===== src/rtl/dbscan_core_scheduler.sv =====
`default_nettype none
// ============================================================================
//  Module   : dbscan_core_scheduler
//  Purpose  : Walks every (i, j) point pair through an external distance unit,
//             counts neighbours within EPS2 for each reference point i, and
//             writes one core flag per point (count >= MIN_PTS).
//  Ports    : clk, rst            - clock, synchronous active-high reset
//             start, num_points   - pass request and point count
//             dist_req/dist_gnt   - distance-unit handshake
//             i_addr, j_addr      - pair addresses presented to the unit
//             dist2               - squared distance of the presented pair
//             we_core, core_addr,
//             core_val            - core-flag write port
//             busy, done          - pass status
//  Revision : 1.0 - initial release
// ============================================================================
module dbscan_core_scheduler #(
    parameter int          MAX_N   = 64,
    parameter logic [17:0] EPS2    = 18'd100,
    parameter int          MIN_PTS = 4,
    parameter int          AW      = $clog2(MAX_N)
) (
    input  logic          clk,
    input  logic          rst,
    input  logic          start,
    input  logic [7:0]    num_points,
    input  logic          dist_gnt,
    input  logic [17:0]   dist2,
    output logic [AW-1:0] i_addr,
    output logic [AW-1:0] j_addr,
    output logic          dist_req,
    output logic          we_core,
    output logic [AW-1:0] core_addr,
    output logic          core_val,
    output logic          busy,
    output logic          done
);

    localparam logic [1:0] S_IDLE  = 2'd0;
    localparam logic [1:0] S_SCAN  = 2'd1;
    localparam logic [1:0] S_WRITE = 2'd2;
    localparam logic [1:0] S_DONE  = 2'd3;

    localparam logic [7:0] C_MAX_N   = 8'(MAX_N);
    localparam logic [7:0] C_MIN_PTS = 8'(MIN_PTS);
    localparam int         C_PAD     = 8 - AW;

    logic [1:0]    r_state;
    logic [1:0]    w_next_state;
    logic [7:0]    r_n;
    logic [AW-1:0] r_i;
    logic [AW-1:0] r_j;
    logic [7:0]    r_count;
    // Last addresses driven while scanning; presented outside SCAN so the
    // distance unit sees stable addresses.
    logic [AW-1:0] r_i_hold;
    logic [AW-1:0] r_j_hold;

    logic [7:0]    w_n_start;
    logic          w_last_j;
    logic          w_last_i;
    logic          w_near;

    assign w_n_start = (num_points > C_MAX_N) ? C_MAX_N : num_points;
    assign w_last_j  = ({{C_PAD{1'b0}}, r_j} == (r_n - 8'd1));
    assign w_last_i  = ({{C_PAD{1'b0}}, r_i} == (r_n - 8'd1));
    assign w_near    = (dist2 <= EPS2);

    // State register
    always_ff @(posedge clk) begin
        if (rst) begin
            r_state <= S_IDLE;
        end else begin
            r_state <= w_next_state;
        end
    end

    // Next-state and output decode
    always_comb begin
        w_next_state = r_state;
        dist_req     = 1'b0;
        we_core      = 1'b0;
        core_val     = 1'b0;
        busy         = 1'b1;
        done         = 1'b0;
        i_addr       = r_i_hold;
        j_addr       = r_j_hold;
        core_addr    = r_i;
        case (r_state)
            S_IDLE: begin
                busy = 1'b0;
                if (start) begin
                    w_next_state = (w_n_start == 8'd0) ? S_DONE : S_SCAN;
                end
            end
            S_SCAN: begin
                dist_req = 1'b1;
                i_addr   = r_i;
                j_addr   = r_j;
                if (dist_gnt && w_last_j) begin
                    w_next_state = S_WRITE;
                end
            end
            S_WRITE: begin
                we_core      = 1'b1;
                core_val     = (r_count >= C_MIN_PTS);
                w_next_state = w_last_i ? S_DONE : S_SCAN;
            end
            S_DONE: begin
                done         = 1'b1;
                w_next_state = S_IDLE;
            end
            default: begin
                busy         = 1'b0;
                w_next_state = S_IDLE;
            end
        endcase
    end

    // Pair counters, neighbour count and held addresses
    always_ff @(posedge clk) begin
        if (rst) begin
            r_n      <= 8'd0;
            r_i      <= '0;
            r_j      <= '0;
            r_count  <= 8'd0;
            r_i_hold <= '0;
            r_j_hold <= '0;
        end else begin
            case (r_state)
                S_IDLE: begin
                    if (start) begin
                        r_n     <= w_n_start;
                        r_i     <= '0;
                        r_j     <= '0;
                        r_count <= 8'd0;
                    end
                end
                S_SCAN: begin
                    r_i_hold <= r_i;
                    r_j_hold <= r_j;
                    if (dist_gnt) begin
                        // Self pair (j == i) has dist2 = 0 and is counted.
                        if (w_near) begin
                            r_count <= r_count + 8'd1;
                        end
                        r_j <= r_j + 1'b1;
                    end
                end
                S_WRITE: begin
                    if (!w_last_i) begin
                        r_i     <= r_i + 1'b1;
                        r_j     <= '0;
                        r_count <= 8'd0;
                    end
                end
                default: begin
                end
            endcase
        end
    end

endmodule
`default_nettype wire


===== config.mk =====
export PLATFORM = sky130hd
export DESIGN_NAME = dbscan_core_scheduler
export DESIGN_NICKNAME = d
export VERILOG_FILES = /design/src/rtl/dbscan_core_scheduler.sv
export SDC_FILE = /design/constraint.sdc
export NUM_CORES = 1
export LEC_CHECK = 0
export ABC_CLOCK_PERIOD_IN_PS = 4360
export BUFFER_PORTS_ARGS = -buffer_cell sky130_fd_sc_hd__buf_2
export CAP_MARGIN = 5
export CORE_UTILIZATION = 58
export DETAILED_ROUTE_END_ITERATION = 8
export HOLD_SLACK_MARGIN = 0.02
export PLACE_DENSITY = 0.89
export SYNTH_ARGS = -nofsm -noshare
export SYNTH_HDL_FRONTEND = slang
export SYNTH_SLANG_ARGS = --single-unit

===== constraint.sdc =====
create_clock -name clk -period 4.36 [get_ports clk]
set_input_delay 0.218 -clock clk [delete_from_list [all_inputs] [get_ports clk]]
set_output_delay 0.218 -clock clk [all_outputs]
set_load 0.02 [all_outputs]

; ---- Yosys cells after proc, flatten, opt, wreduce, memory -nomap -nowiden
; Index checks and enable logic that the tools add are counted.
[word_totals]
register_bits = 42
input_bits = 30
[classes]
n_mux = 24
eq_ne = 10
add_sub_neg = 4
reduce_logical = 10
n_lt_le_gt_ge = 3
[op_table]
columns = operator, count
row1 = two-way mux 8 bit, 5
row2 = two-way mux 6 bit, 6
row3 = one-hot mux 8 bit (3 select lines), 1
row4 = less-or-equal comparator 18 x 7 -> 1 bit (second input constant), 1
row5 = one-hot mux 6 bit (3 select lines), 1
row6 = equality test 6 x 8 -> 1 bit, 2
row7 = adder 6 x 1 -> 6 bit (second input constant), 2
row8 = one-hot mux 6 bit (2 select lines), 1
row9 = inequality test 2 bit (second input constant), 5
row10 = adder 8 x 1 -> 8 bit (second input constant), 1
row11 = >= comparator 8 x 3 -> 1 bit (second input constant), 1
row12 = > comparator 8 x 7 -> 1 bit (second input constant), 1
row13 = zero test 8 bit, 1
row14 = two-way mux 2 bit, 4
row15 = one-hot mux 2 bit (4 select lines), 1
row16 = subtractor 8 x 1 -> 8 bit (second input constant), 1
row17 = two-way mux 1 bit, 5
row18 = AND reduction 5 bit, 1
row19 = equality test 2 bit (second input constant), 2
row20 = AND reduction 2 bit, 2
row21 = AND reduction 4 bit, 1
row22 = AND reduction 3 bit, 1
row23 = nonzero test 3 bit, 1
row24 = equality test 2 x 1 -> 1 bit (second input constant), 1
row25 = 3 further kinds, 3

; ---- Depth between registers and ports, before layout
; Gate-level depths: netlist of the first run.
[depth]
ltp_word = 6
ltp_mapped = 12
ltp_nobuf = 8

; ---- Worst setup path after synthesis of the first run
; OpenSTA, ideal clock, no wires.
[synth_path]
path_type = flip-flop to flip-flop
start = register r_n[0]
end = register r_j[0]
synth_period_minus_slack_ps = 2530
path_stages_with_launch = 13
required_ps = 4290
t_arrival_ps = 2459
setup_slack_ps = 1830
cell_sequence = dfxtp_1 > buf_6 > inv_1 > ha_1 > clkbuf_2 > xnor2_1 > a2111oi_0 > o211ai_1 > a2111oi_4 > buf_6 > buf_8 > o21ai_1 > a21oi_1
[synth_between]
elab_chain_len = 4
[synth_rtl]
columns = item, line
row1 = from (decl), 50  ; logic [7:0] r_n;
row2 = from (signal assigned), 133  ; r_n <= w_n_start;
row3 = subtractor 8 x 1 -> 8 bit, 66  ; assign w_last_i = ({{C_PAD{1'b0}}, r_i} == (r_n - 8'd1));
row4 = equality test 6 x 8 -> 1 bit, 66
row5 = inequality test 2 bit (no line), --
row6 = AND reduction 4 bit (no line), --
row7 = to (signal assigned), 147  ; r_j <= r_j + 1'b1;
row8 = to (decl), 52  ; logic [AW-1:0] r_j;
; No other way between the ends.
; A chain may end at the register's enable or synchronous reset.

; ---- Final worst setup path of the first run
[layout_path]
start = register r_n[0]
end = register r_i[3], in the netlist core_addr[3]
[layout_between]
elab_chain_len = 4
[layout_rtl]
columns = item, line
row1 = subtractor 8 x 1 -> 8 bit, 66
row2 = equality test 6 x 8 -> 1 bit, 66
row3 = inequality test 2 bit (no line), --
row4 = AND reduction 3 bit (no line), --
row5 = to (signal assigned), 152  ; r_i <= r_i + 1'b1;
row6 = to (decl), 51  ; logic [AW-1:0] r_i;
; No other way between the ends.

==> metrics.csv, run 1 <==
stage;metric;value;unit
clocking;post-CTS sizing;0;
sta;fin worst setup slack;1.230;ns
clocking;Worst-Skew Late Latency;0.30;ns
floorplanning;IO Count;53;
clocking;CTS Buf Count;5;
sta;post-route setup TNS;0;ns
clocking;H-tree levels;2;
sta;Period Utilization, post-route;71.80;%
grt;initial antenna violation count;0;
worst_setup_path;CP bufs+invs;2;
grt;grt met2 use;50.38;%
power_and_ir_drop;NetSw;0.2201;mW
grt;largest net degree at the start of global routing;37;
worst_setup_path;Worst EP arrival;3.35;ns
finish;Nets;391;
finish;Non-Filler Instances;407;
worst_hold_path;Hold Path Cell Cnt;3;
finish;FF/Latch Area;840.8;sq um
routing;DR WL/cell;14.93;um
sta;unrepaired setup endpoints after global routing;no;
worst_setup_path;Crit Path Class;reg -> reg;
routing;DRC;0;
synth;Synth Instances;312;
power_and_ir_drop;Sequential Power Share;48.6;%
clocking;clock buffer depth;2;
finish;share of layout cells above drive strength 1;20.17;%
synth;async set-reset flop share out of synthesis;0;%
floorplanning;Die X;66.46;um
finish;ANT cells;0;
grt;vias in the first global route;2188;
clocking;CTS clock-pin slew for the worst setup and hold paths;0.08;ns
power_and_ir_drop;Sw Ratio;26.80;%
finish;Area Overhead vs Synth;14.80;%
flow_run;max-cap violations;0;
power_and_ir_drop;Power Dens Cells;296.9;nW/um^2
routing;Vias per Instance;6.007;
synth;synthesized net count;347;
sta;Worst Skew;0.006720;ns
worst_setup_path;crit-path cells;inv_1 -> ha_1 -> xnor2_1 -> a2111oi_0 -> o211ai_1 -> a2111oi_4 -> buf_4 -> o31ai_1 -> a21boi_0;
grt;first-pass GRT wire length;9.880;mm
grt;Global Route met3 Usage;4.110;%
place;Setup WS pre-CTS;1.315;ns
synth;Top FF cell, synth;dfxtp_1;
synth;Post-Syn Area per Cell;7.724;sq um
routing;initial drt markers;178;
sta;Slew Viols, Final;0;
finish;Multi-input gate area;1433;sq um
place;PortBufs;52;
synth;synthesis warning total;0;
sta;final setup fails;0;
floorplanning;die area;4417;sq um
worst_setup_path;Top delay family on crit path;compound AO/OA/AOI/OAI gates;
worst_setup_path;required time of the critical path;4.58;ns
worst_setup_path;Critical Path Max Stage Delay;0.66;ns
worst_setup_path;Worst Setup SP;r_n[0]$_SDFFE_PP0P_;
floorplanning;die height;66.46;um
worst_setup_path;crit path launch type;flip-flop;
power_and_ir_drop;internal power;0.6012;mW
power_and_ir_drop;Peak VDD IR;255.5;uV
grt;GR peak layer;met2;
place;placed cells;399;
sta;Hold WS;0.1993;ns
clocking;Post-CTS Setup Bufs;0;
synth;Seq cells post-synth;42;
sta;Final Hold Violating Endpoints;0;
floorplanning;core box area;4000;sq um
sta;worst slew pin tran;0.6539;ns
routing;drt total wl;6.076;mm
power_and_ir_drop;Leak;1.140;nW
synth;sequential-to-total area share from yosys stat;34.89;%
place;Final HPWL DP;4.352;mm
worst_setup_path;RR Startpoint;r_n[0]$_SDFFE_PP0P_;
sta;Worst slew margin;56.41;%
power_and_ir_drop;clock share of power;37.2;%
finish;fillers;328;
floorplanning;row count;23;
worst_setup_path;CP max-delay cell;a2111oi_4;
clocking;CTS tree;built;
clocking;Num Clock Sinks;42;
clocking;CTS Hold Bufs;0;
clocking;root buf cell;clkbuf_8;
routing;DR pass1 iterations;5;
grt;global-route met1 utilization;36.52;%
worst_setup_path;R2R depth;9;
synth;synthesized area;2410;sq um
routing;ANT nets after route;0;
grt;GRT Util Overall;29.58;%
worst_hold_path;critical hold path startpoint;num_points[4];
synth;Post-synth EDFFs;0;
worst_hold_path;hold crit path type;in -> reg;
routing;total number of vias;2445;
worst_setup_path;Critical Path End Type;flip-flop;
worst_setup_path;CP max FO;17;
floorplanning;initial core utilization;60.24;%
grt;grt ovf;0;
worst_setup_path;WP depth;9;
synth;Synth cell types;51;
place;Placer Congestion;0.8525;
power_and_ir_drop;combinational share of power;14.1;%
sta;Final min period;3.130;ns
sta;f_max;0.3194;GHz
worst_setup_path;reg2reg setup slack;1.23;ns
status;outcome;completed;
-- sequential cells by signal, indices dropped and copies added, names as in the netlist --
signal,cells
r_count,8
r_n,8
r_state,2
core_addr,6
r_j,6
r_i_hold,6
r_j_hold,6
-- worst register-to-register path: stages (launching register included) --
cell,delay (ns)
dfxtp_1,0.50
inv_1,0.10
ha_1,0.30
xnor2_1,0.16
a2111oi_0,0.49
o211ai_1,0.25
a2111oi_4,0.66
buf_4,0.32
o31ai_1,0.09
a21boi_0,0.19
-- worst paths after layout --
check / to
worst max-delay path: core_addr[3]$_SDFFE_PP0P_
worst min-delay path: r_n[4]$_SDFFE_PP0P_
worst max register to register: core_addr[3]$_SDFFE_PP0P_
worst min register to register: r_j_hold[1]$_SDFF_PP0_
-- cell families after synthesis --
kind of cell,after synthesis,synth area share (%)
fa+ha+maj,5,2.596
mux,2,0.8826
xor+xnor,12,4.362
compound gates,84,22.69
simple gates,138,28.92
flops,42,34.89
buf+inv,29,5.659
-- through the flow --
stage          utilization (%)  cell area (sq um)  total power, mW
6_report                 69.16               2766           0.8214
5_1_grt                  69.16               2766           0.8533
4_1_cts                  69.16               2766           0.8212
3_5_place_dp             66.41               2656           0.5219
3_3_place_gp             66.41               2656           0.5186
2_1_floorplan                -               2410           0.4850
-- cells in the mapped netlist, drive strengths merged (4+ instances only) --
library cell	instances	area [sq um]
ha	5	62.56
a21oi	33	165.2
and2	5	31.28
dfxtp	42	840.8
nor4	7	50.05
xnor2	9	78.83
inv	12	45.04
nor2	17	63.81
nand2	53	198.9
o31ai	10	75.07
o21ai	15	75.07
nand3	12	60.06
a211oi	4	30.03
or2	4	25.02
or4	8	63.81
and3	4	25.02
clkbuf	13	50.04
buf	4	41.28
nor3	12	65.06
-- final cells by class --
type                            instances  area share, %
Clock buffer                            6          2.623
Tap cell                               50          2.261
Sequential cell                        42          30.39
Clock inverter                          2          1.357
Multi-Input combinational cell        241          51.79
Inverter                               12          1.628
Timing Repair Buffer                   54          9.950
-- power by group through the flow --
stage / Clock [mW] / Combinational, mW / Sequential [mW]
2_1_floorplan: 0 / 0.0808 / 0.404
3_3_place_gp: 0 / 0.111 / 0.408
3_5_place_dp: 0 / 0.114 / 0.408
4_1_cts: 0.307 / 0.115 / 0.399
5_1_grt: 0.325 / 0.128 / 0.400
6_report: 0.306 / 0.116 / 0.400
-- cell usage in the layout, fill, tap and decap left out, types with 5 or more instances in the layout --
| master | instances |
|---|---|
| or4_1 | 7 |
| clkbuf_8 | 5 |
| nor3_1 | 11 |
| dfxtp_1 | 42 |
| o21ai_0 | 12 |
| buf_2 | 52 |
| o31ai_1 | 10 |
| and2_1 | 5 |
| nor2_1 | 17 |
| inv_1 | 12 |
| nand2_1 | 53 |
| nor4_1 | 6 |
| a21oi_1 | 33 |
| ha_1 | 5 |
| xnor2_1 | 9 |
| nand3_1 | 12 |
-- layer usage --
layer	share of wire (%)	up-vias	wire length, um
met3	4.9	11	295
li1	-	1213	-
met2	51	76	3088
met5	0	-	0
met1	43	1145	2595
met4	1.6	0	96
Note: power is estimated with default switching activity, not from simulation.
==> run 2, diff against run 1 <==
--- a/config.mk
+++ b/config.mk
@@ -5,13 +5,13 @@
 export SDC_FILE = /design/constraint.sdc
 export NUM_CORES = 1
 export LEC_CHECK = 0
-export ABC_CLOCK_PERIOD_IN_PS = 4360
+export ABC_CLOCK_PERIOD_IN_PS = 2900
 export BUFFER_PORTS_ARGS = -buffer_cell sky130_fd_sc_hd__buf_2
 export CAP_MARGIN = 5
-export CORE_UTILIZATION = 58
+export CORE_UTILIZATION = 54
 export DETAILED_ROUTE_END_ITERATION = 8
 export HOLD_SLACK_MARGIN = 0.02
-export PLACE_DENSITY = 0.89
+export PLACE_DENSITY = 0.84
 export SYNTH_ARGS = -nofsm -noshare
 export SYNTH_HDL_FRONTEND = slang
 export SYNTH_SLANG_ARGS = --single-unit
==> constraint.sdc (replaced) <==
create_clock -name clk -period 2.9 [get_ports clk]
set_input_delay 0.145 -clock clk [delete_from_list [all_inputs] [get_ports clk]]
set_output_delay 0.145 -clock clk [all_outputs]
set_load 0.02 [all_outputs]
==> metrics.csv, run 2 (same netlist as run 1, synthesis figures left out) <==
stage;metric;value;unit;change
place;PortBufs;52;;unchanged
worst_setup_path;R2R depth;9;;unchanged
worst_setup_path;Critical Path End Type;flip-flop;;
clocking;CTS Buf Count;5;;unchanged
place;Placer Congestion;0.9033;;+6.0%
power_and_ir_drop;Peak VDD IR;307.2;uV;+20%
sta;unrepaired setup endpoints after global routing;no;;
floorplanning;initial core utilization;58.15;%;-2.1 points
sta;Final Hold Violating Endpoints;0;;unchanged
routing;drt total wl;6.148;mm;+1.2%
worst_setup_path;crit path launch type;flip-flop;;
clocking;post-CTS sizing;0;;unchanged
floorplanning;die area;4733;sq um;+7.2%
grt;grt ovf;0;;unchanged
power_and_ir_drop;Tot Pwr;1.175;mW;+43%
routing;DR pass1 iterations;5;;unchanged
clocking;Num Clock Sinks;42;;unchanged
finish;design area;2779;sq um;+0.45%
finish;commonest non-fill, non-tap cell in the layout;nand2_1;;
sta;Final min period;2.766;ns;-0.3646 ns
clocking;clock buffer depth;2;;unchanged
grt;global-route met1 utilization;36.28;%;-0.23 points
grt;GR peak layer;met2;;
finish;largest registers;r_count x8, r_n x8;;
grt;initial antenna violation count;0;;unchanged
clocking;root buf cell;clkbuf_8;;
worst_setup_path;crit-path cells;inv_1 -> ha_1 -> or3b_2 -> nor3_2 -> xor2_1 -> a2111oi_4 -> buf_12 -> or4_1 -> a21oi_1;;
finish;Multi-input gate area;1433;sq um;unchanged
worst_setup_path;Top delay family on crit path;simple AND/OR/NAND/NOR gates;;
flow_run;max-cap violations;0;;unchanged
worst_setup_path;Critical Path Max Stage Delay;0.52;ns;-0.14 ns
sta;final setup fails;0;;unchanged
clocking;CTS Hold Bufs;0;;unchanged
clocking;CTS tree;built;;
routing;DRC;0;;unchanged
sta;worst slew pin tran;0.7743;ns;+0.1204 ns
finish;ANT cells;0;;unchanged
finish;share of layout cells above drive strength 1;20.89;%;+0.72 points
sta;Hold WS;0.1135;ns;-0.08581 ns
clocking;H-tree levels;2;;unchanged
clocking;Worst-Skew Late Latency;0.30;ns;about the same
routing;ANT nets after route;0;;unchanged
worst_setup_path;CP max FO;26;;+9
power_and_ir_drop;Power Dens Cells;422.8;nW/um^2;+42%
routing;initial drt markers;189;;+6.2%
grt;Global Route met3 Usage;5.757;%;+1.6 points
worst_setup_path;Worst EP arrival;2.99;ns;-0.36 ns
grt;largest net degree at the start of global routing;37;;unchanged
finish;Area Overhead vs Synth;15.32;%;
worst_setup_path;CP max-delay cell;or3b_2;;
routing;Vias per Instance;6.020;;+0.20%
worst_setup_path;Crit Path Class;reg -> reg;;
clocking;Post-CTS Setup Bufs;0;;unchanged
worst_setup_path;worst setup path end;r_j[3]$_SDFFE_PP0P_;;
worst_setup_path;WP depth;9;;unchanged
worst_setup_path;reg2reg setup slack;0.13;ns;-1.10 ns
floorplanning;IO Count;53;;unchanged
finish;FF/Latch Area;840.8;sq um;unchanged
sta;Worst Skew;0.005181;ns;-0.001539 ns
worst_setup_path;required time of the critical path;3.13;ns;-1.45 ns
floorplanning;Die X;68.80;um;+3.5%
worst_setup_path;reg2reg end;r_j[3]$_SDFFE_PP0P_;;
worst_setup_path;RR Startpoint;r_n[1]$_SDFFE_PP0P_;;
power_and_ir_drop;Leak;1.149;nW;+0.79%
place;placed instance area;2684;sq um;+1.0%
finish;most frequent cells in the layout;53 x nand2_1, 52 x buf_2, 42 x dfxtp_1, 33 x a21oi_1, 17 x nor2_1;;
routing;DR WL/cell;15.03;um;+0.69%
finish;fillers;374;;+14%
floorplanning;row count;23;;unchanged
finish;Nets;393;;+0.51%
grt;GRT Util Overall;27.60;%;-2.0 points
worst_setup_path;CP bufs+invs;2;;unchanged
status;outcome;completed;;
grt;grt met2 use;43.50;%;-6.9 points
sta;Slew Viols, Final;0;;unchanged
sta;Period Utilization, post-route;95.37;%;+24 points
place;Final HPWL DP;4.349;mm;about the same
floorplanning;die height;68.80;um;+3.5%
grt;vias in the first global route;2108;;-3.7%
routing;total number of vias;2462;;+0.70%
worst_hold_path;hold crit path type;in -> reg;;
worst_setup_path;Worst Setup SP;r_n[1]$_SDFFE_PP0P_;;
sta;post-route setup TNS;0;ns;unchanged
grt;first-pass GRT wire length;9.701;mm;-1.8%
clocking;CTS clock-pin slew for the worst setup and hold paths;0.08;ns;about the same
sta;f_max;0.3616;GHz;+13%
sta;Worst slew margin;48.38;%;-8.0 points
floorplanning;core box area;4144;sq um;+3.6%
==> run 2: cell types whose count changed in the layout (fill, tap and decap cells not counted) <==
cell / delta
clkbuf_1: -1
buf_12: +1
clkinv_2: +1
clkbuf_8: +1
buf_4: +1
bufinv_16: -1
==> run 2: how the worst min path moves through the flow <==
stage,from,endpoint,cells after the start
floorplan,num_points[0],r_n[0]$_SDFFE_PP0P_,2
global placement,num_points[2],r_n[2]$_SDFFE_PP0P_,3
detailed placement,num_points[2],r_n[2]$_SDFFE_PP0P_,3
CTS,num_points[2],r_n[2]$_SDFFE_PP0P_,3
global route,num_points[4],r_n[4]$_SDFFE_PP0P_,3
finish,num_points[2],r_n[2]$_SDFFE_PP0P_,3
==> run 2: worst min-delay path, stage by stage <==
cell and delay, ns:
buf_2 0.10, nand3_1 0.06, a21oi_1 0.06
==> run 2: through the flow <==
stage | util [%] | std cells | setup WS [ns]
6_report | 67.06 | 409 | 0.1342
5_1_grt | 67.06 | 409 | 0.003775
4_1_cts | 67.06 | 409 | 0.1511
3_5_place_dp | 64.76 | 401 | 0.1641
3_3_place_gp | 64.76 | 401 | 0.2944
2_1_floorplan | - | 312 | 0.3701
==> run 2: routing by layer <==
metal	vias to the layer above	wire, um
met1	1146	2760
met5	-	0
li1	1215	-
met4	0	127
met2	86	2911
met3	15	349
==> run 2: power by group <==
part	internal, mW	switching (mW)
Combinational	0.0641	0.115
Clock	0.191	0.203
Sequential	0.585	0.0159
==> run 2: area by class of cell <==
cell class                 count  share of cell area [%]
multi-input combinational    241                   51.55
clock buffer                   6                   2.972
inverter                      12                   1.621
clock inverter                 2                  0.4502
tap                           50                   2.251
timing repair buffer          56                   10.90
sequential                    42                   30.26
